[config.mk]
export PLATFORM = sky130hd
export DESIGN_NAME = alu16_issue
export DESIGN_NICKNAME = d
export VERILOG_FILES = /design/src/rtl/alu16_issue.sv
export SDC_FILE = /design/constraint.sdc
export NUM_CORES = 1
export LEC_CHECK = 0
export BUFFER_PORTS_ARGS = -buffer_cell sky130_fd_sc_hd__clkbuf_2
export CAP_MARGIN = 20
export CORE_ASPECT_RATIO = 0.9
export CORE_MARGIN = 5
export CORE_UTILIZATION = 49
export CTS_CLUSTER_DIAMETER = 80
export DETAILED_ROUTE_END_ITERATION = 8
export PLACE_DENSITY = 0.85
export SETUP_SLACK_MARGIN = 0.1
export SLEW_MARGIN = 30
export SYNTH_ARGS = -nofsm -noshare
export SYNTH_HDL_FRONTEND = slang
export SYNTH_SLANG_ARGS = --single-unit
[constraint.sdc]
create_clock -name clk -period 3.4 [get_ports clk]
set_clock_uncertainty 0.2 [all_clocks]
set_input_delay 0.34 -clock clk [delete_from_list [all_inputs] [get_ports clk]]
set_output_delay 0.34 -clock clk [all_outputs]
set_load 0.1 [all_outputs]
[src/rtl/alu16_issue.sv]
// alu16_issue: command issue stage in front of the bit-serial alu16.
// Takes {a,b,op} commands over valid/ready and drives the alu16 operands and its 'on' pulse.
// It times the serial computation, captures the 17-bit result and offers it on a valid/ready
// result port.
// Optional feature: define ALU_ISSUE_SKID_EN to add a one-entry command skid buffer, so one
// command can be accepted while a previous one is still in flight.
module alu16_issue #(
  parameter int ON_CYCLES   = 2,
  parameter int ALU_LATENCY = 17
) (
  input  logic        clk,
  input  logic        rst,
  input  logic        cmd_valid,
  output logic        cmd_ready,
  input  logic [15:0] cmd_a,
  input  logic [15:0] cmd_b,
  input  logic [2:0]  cmd_op,
  output logic        res_valid,
  input  logic        res_ready,
  output logic [16:0] res_data,
  output logic        busy,
  output logic [15:0] alu_ina,
  output logic [15:0] alu_inb,
  output logic [2:0]  alu_op,
  output logic        alu_on,
  input  logic [16:0] alu_out
);

  localparam int MAX_CNT = (ON_CYCLES > ALU_LATENCY) ? ON_CYCLES : ALU_LATENCY;
  localparam int CW      = $clog2(MAX_CNT + 1);

  localparam logic [CW-1:0] ON_RELOAD  = CW'(ON_CYCLES - 1);
  localparam logic [CW-1:0] RUN_RELOAD = CW'(ALU_LATENCY - 1);

  typedef enum logic [1:0] {
    IDLE = 2'd0,
    LOAD = 2'd1,
    RUN  = 2'd2,
    DONE = 2'd3
  } state_t;

  state_t        state;
  state_t        next_state;
  logic [CW-1:0] cnt;
  logic          cnt_zero;
  logic          cmd_fire;
  logic          res_fire;
  logic          done_fire;
  logic          take_cmd;
  logic          take_skid;

  assign cnt_zero  = (cnt == '0);
  assign cmd_fire  = cmd_valid & cmd_ready;
  assign res_fire  = res_valid & res_ready;
  assign done_fire = (state == DONE) & res_fire;
  assign busy      = (state != IDLE);
  assign alu_on    = (state == LOAD);

`ifdef ALU_ISSUE_SKID_EN
  logic        skid_full;
  logic [15:0] skid_a;
  logic [15:0] skid_b;
  logic [2:0]  skid_op;

  assign cmd_ready = ~skid_full;
  assign take_skid = done_fire & skid_full;
  // A command goes straight to the ALU when idle, or when the result drains with an empty skid.
  assign take_cmd  = cmd_fire & ((state == IDLE) | (done_fire & ~skid_full));

  // Skid buffer holds one command accepted while the ALU is busy; draining it frees the slot.
  always_ff @(posedge clk) begin
    if (rst) begin
      skid_full <= 1'b0;
      skid_a    <= '0;
      skid_b    <= '0;
      skid_op   <= '0;
    end else begin
      if (cmd_fire && !take_cmd) begin
        skid_full <= 1'b1;
        skid_a    <= cmd_a;
        skid_b    <= cmd_b;
        skid_op   <= cmd_op;
      end else if (take_skid) begin
        skid_full <= 1'b0;
      end
    end
  end
`else
  assign cmd_ready = (state == IDLE);
  assign take_skid = 1'b0;
  assign take_cmd  = cmd_fire;
`endif

  // State register for the IDLE -> LOAD -> RUN -> DONE sequence.
  always_ff @(posedge clk) begin
    if (rst) begin
      state <= IDLE;
    end else begin
      state <= next_state;
    end
  end

  // Next-state logic: timed phases advance when the shared counter expires.
  always_comb begin
    next_state = state;
    case (state)
      IDLE: begin
        if (take_cmd) begin
          next_state = LOAD;
        end
      end
      LOAD: begin
        if (cnt_zero) begin
          next_state = RUN;
        end
      end
      RUN: begin
        if (cnt_zero) begin
          next_state = DONE;
        end
      end
      DONE: begin
        if (done_fire) begin
          next_state = (take_cmd || take_skid) ? LOAD : IDLE;
        end
      end
      default: next_state = IDLE;
    endcase
  end

  // Single down-counter, reloaded whenever LOAD or RUN is entered, otherwise counts to zero.
  always_ff @(posedge clk) begin
    if (rst) begin
      cnt <= '0;
    end else if ((next_state == LOAD) && (state != LOAD)) begin
      cnt <= ON_RELOAD;
    end else if ((next_state == RUN) && (state != RUN)) begin
      cnt <= RUN_RELOAD;
    end else if (!cnt_zero) begin
      cnt <= cnt - CW'(1);
    end
  end

  // Operand latch on issue and result capture on the closing edge of RUN.
  always_ff @(posedge clk) begin
    if (rst) begin
      alu_ina   <= '0;
      alu_inb   <= '0;
      alu_op    <= '0;
      res_valid <= 1'b0;
      res_data  <= '0;
    end else begin
      if (take_cmd) begin
        alu_ina <= cmd_a;
        alu_inb <= cmd_b;
        alu_op  <= cmd_op;
      end
`ifdef ALU_ISSUE_SKID_EN
      else if (take_skid) begin
        alu_ina <= skid_a;
        alu_inb <= skid_b;
        alu_op  <= skid_op;
      end
`endif
      if ((state == RUN) && cnt_zero) begin
        res_data  <= alu_out;
        res_valid <= 1'b1;
      end else if (res_fire) begin
        res_valid <= 1'b0;
      end
    end
  end

endmodule

# Word-level counts from Yosys, hierarchy flattened
# Cells that the tools add are included.
classes:
  add_sub_neg: 1
  n_eq_ne: 9
  mux: 11
  bitwise_logic: 3
  n_reduce_logical: 9
ops:
  columns: ["op", "count"]
  rows:
  - ["$mux 5", 2]
  - ["$mux 2", 4]
  - ["$pmux 2 s4", 1]
  - ["$eq 2x2->1 const B", 3]
  - ["$logic_not 5->1", 1]
  - ["$sub 5x1->5 const B", 1]
  - ["$eq 2x1->1 const B", 2]
  - ["$mux 1", 4]
  - ["$ne 2x1->1 const B", 2]
  - ["$reduce_bool 2->1", 2]
  - ["$and 1x1->1", 3]
  - ["$logic_and 1x1->1", 3]
  - ["$ne 3x1->1 const B", 1]
  - ["$reduce_or 3->1", 1]
  - ["$logic_not 2->1", 1]
  - ["$ne 2x2->1 const B", 1]
  - ["$reduce_or 2->1", 1]
totals:
  regBits: 60
  in_bits: 56
  out_inout_bits: 56
  elab_cells: 42

# Depth between registers and ports, before layout
depth:
  ltp_word: 9
  depth_mapped: 7
  mapped_depth_nobuf: 5

# Worst setup path before layout
# OpenSTA, ideal clock, no wires.
synth_path:
  path_type: "register to output"
  startpoint: "register state[0]"
  endpoint: "output port busy"
  arrival_time_ns: 2.677
  t_required_ns: 2.860
  slack_ns: 0.183
  path_stages_with_launch: 4
  n_path_buf: 1
  cell_sequence: "dfxtp_1 > clkbuf_1 > nor2_1 > inv_1"
synth_between:
  elab_chain_len: 1
synth_rtl:
  columns: ["element", "line_no", "rtl"]
  rows:
  - ["start, declared", "42", "state_t state;"]
  - ["start signal, assigned", "99", "state <= next_state;"]
  - ["$reduce_bool 2->1", "56", "assign busy = (state != IDLE);"]
  - ["end, declared", "21", "output logic busy,"]
# No other way between the ends.

# Worst setup path in the final report
layout_path:
  startpoint: "register state[0]"
  endpoint: "output port alu_on"
layout_between:
  elab_chain_len: 1
layout_rtl:
  columns: ["element", "line_no", "rtl"]
  rows:
  - ["$eq 2x1->1", "57", "assign alu_on = (state == LOAD);"]
  - ["end, declared", "25", "output logic alu_on,"]
# No other way between the ends.

==> results.toml <==
[outcome]
status = "finished clean"

[sta]
tns_ns = 0
tightest_slew_ns = 0.6979
fmax_ghz = 0.4794
min_period_ns = 2.086
worst_hold_slack_ns = 0.02436
slew_viol_final = 0
hold_viol = 0
fin_crit_sh_pct = 61.35
relSlewSlack_pct = 53.48
final-setup-viol-count = 0
rsz0062_at_grt = "no"

[grt]
track_usage_pct = 18.27
grt_start_max_net_pins = 78
grt_pass1_wl_mm = 9.625
globalRoute.totalOverflow = 0
grt_pass1_vias = 2169
grt_antenna_before_repair = 0

[detailed_routing]
wl_per_cell_um = 12.55
vias_per_cell = 4.813
vias = 2156
routed_wirelength_mm = 5.621
drt_iter0_markers = 92
firstDrtPassIters = 4
antenna_left = 0
drc = 0

[worst_setup_path]
critPathKind = "register to output port"
worstPathRequired_ns = 2.86
arrival_ns = 1.55
end_kind = "output port"
cp_max_fo = 10
start_kind = "register"

[yosys]
syn_nets = 332
yosysSeqAreaShare_pct = 50.10
synth-main-ff-cell = "dfxtp_1"
synth_top_area_share_pct = 50.10
synth_area_um2 = 2397
synthTopCellsByCount = "nand2_1 (70), dfxtp_1 (60), a21oi_1 (36), nand2b_1 (36), mux2i_1 (17)"
synth_enable_flop_cells = 0
synthArstFlopShare_pct = 0
synth_cells = 274
synth_area_leaders = "dfxtp_1 (50%), nand2_1 (11%), nand2b_1 (9.4%)"
synth_top_area_cell = "dfxtp_1"
yosys_warnings = 0
synth.ff_latch_count = 60
yosysUniqueCellTypes = 32
avgSynthCellArea_um2 = 8.749
synthMostInstantiatedCell = "nand2_1"

[floorplanning]
io_pins = 112
num_rows = 24
die_h_um = 76.36
dieArea_um2 = 6393
die_w_um = 83.73
initial_core_util_pct = 49.90
core_area_um2 = 4805

[place]
portBuffers = 111
dp.cells = 433
place.gp.congestion = 0.7394
hpwl_mm = 4.050
placed_area_um2 = 2959

[clock_tree]
htree_levels = 3
clockBufferDepth = 2
clkLatencyLatePin_ns = 0.33
ctsResizeCount = 0
cts_hold_buf = 0
clk_pin_slew_ns = 0.06
cts_tree = "built"
cts_buffers = 9
clock-sinks = 60
cts_setup_buffers = 0
root_buffer = "clkbuf_8"

[power_and_ir_drop]
p_per_area_nw_per_um2 = 957.3
p_leak_nw = 1.429
total_power_w = 0.002994
vdd_drop_max_mv = 1.074

[cells_and_area]
drive_gt1_share_pct = 34.46
area_growth_pct = 30.48
final_cell_area_um2 = 3128
nNetsFinal = 437
num_antenna_cells = 0
fill_cells = 441
stdcell_count = 448

[min_path]
hp-class = "input port to register"

[run]
cap_violations = 0
-- through the flow --
stage,util (%),setup slack (ns)
floorplan,-,0.1828
detailed placement,61.59,1.334
CTS,65.10,1.299
finish,65.10,1.314
global route,65.10,1.115
global placement,61.54,1.460
-- cell families after synthesis --
kind of cell / Yosys count / synth area share [%]
DFF: 60 / 50.10
xor gates and xnor gates: 2 / 0.7308
buffers and inverters: 24 / 5.010
adders and majority gates: 2 / 1.044
AOI/OAI and AO/OA: 45 / 10.54
muxes: 17 / 7.098
and+or+nand+nor: 124 / 25.47
-- final timing paths --
check	from	endpoint	slack, ns	depth (start not counted)
setup reg to reg	cnt[0]$_SDFFE_PP0P_	res_data[14]$_SDFFE_PP0P_	1.32	6
hold reg to reg	alu_inb[3]$_SDFFE_PP0N_	alu_inb[3]$_SDFFE_PP0N_	0.25	2
hold / removal	cmd_b[3]	alu_inb[3]$_SDFFE_PP0N_	0.02	3
setup / recovery	state[0]$_SDFF_PP0_	alu_on	1.31	3
-- sequential cells by signal, summed over array words and instances (netlist names) --
name,count
alu_ina,16
alu_op,3
state,2
res_valid,1
res_data,17
cnt,5
alu_inb,16
-- routing by layer --
layer	wire length, um	GRT usage [%]	share of wire [%]
met3	427	7.676	7.6
met2	2890	32.51	51
met1	2269	19.52	40
met4	34	5.788	0.60
met5	0	0	0
-- placed cells by master (no fill, tap or decap), drive strengths merged, types with 2 or more instances in the layout --
| cell type | instances |
|---|---|
| ha | 2 |
| or2 | 2 |
| nand2 | 70 |
| nor4 | 2 |
| a21oi | 36 |
| buf | 3 |
| clkinv | 2 |
| xnor2 | 2 |
| dfxtp | 60 |
| mux2i | 17 |
| inv | 4 |
| clkbuf | 124 |
| nor2 | 4 |
| nand2b | 36 |
| nand3 | 3 |
-- cell type report --
cell class | instances | area [um^2] | share of cell area, %
flip-flops and latches | 60 | 1201 | 38.40
multi-input cells | 190 | 1081 | 34.56
repair buffers | 114 | 580.6 | 18.56
clock buffers | 13 | 158.9 | 5.080
well taps | 65 | 81.33 | 2.600
inverters | 4 | 15.01 | 0.4800
clock inverters | 2 | 10.01 | 0.3200
-- power breakdown --
group          internal [W]  switching (W)
registers          0.000836       0.000102
logic              0.000317        0.00119
clock network      0.000298       0.000252
-- worst max-delay path, cell delays in order (launching register included) --
cell	delay [ns]
dfxtp_1	0.50
nand2b_1	0.15
inv_1	0.10
clkbuf_2	0.46
Power figures use the tool's default switching activity.
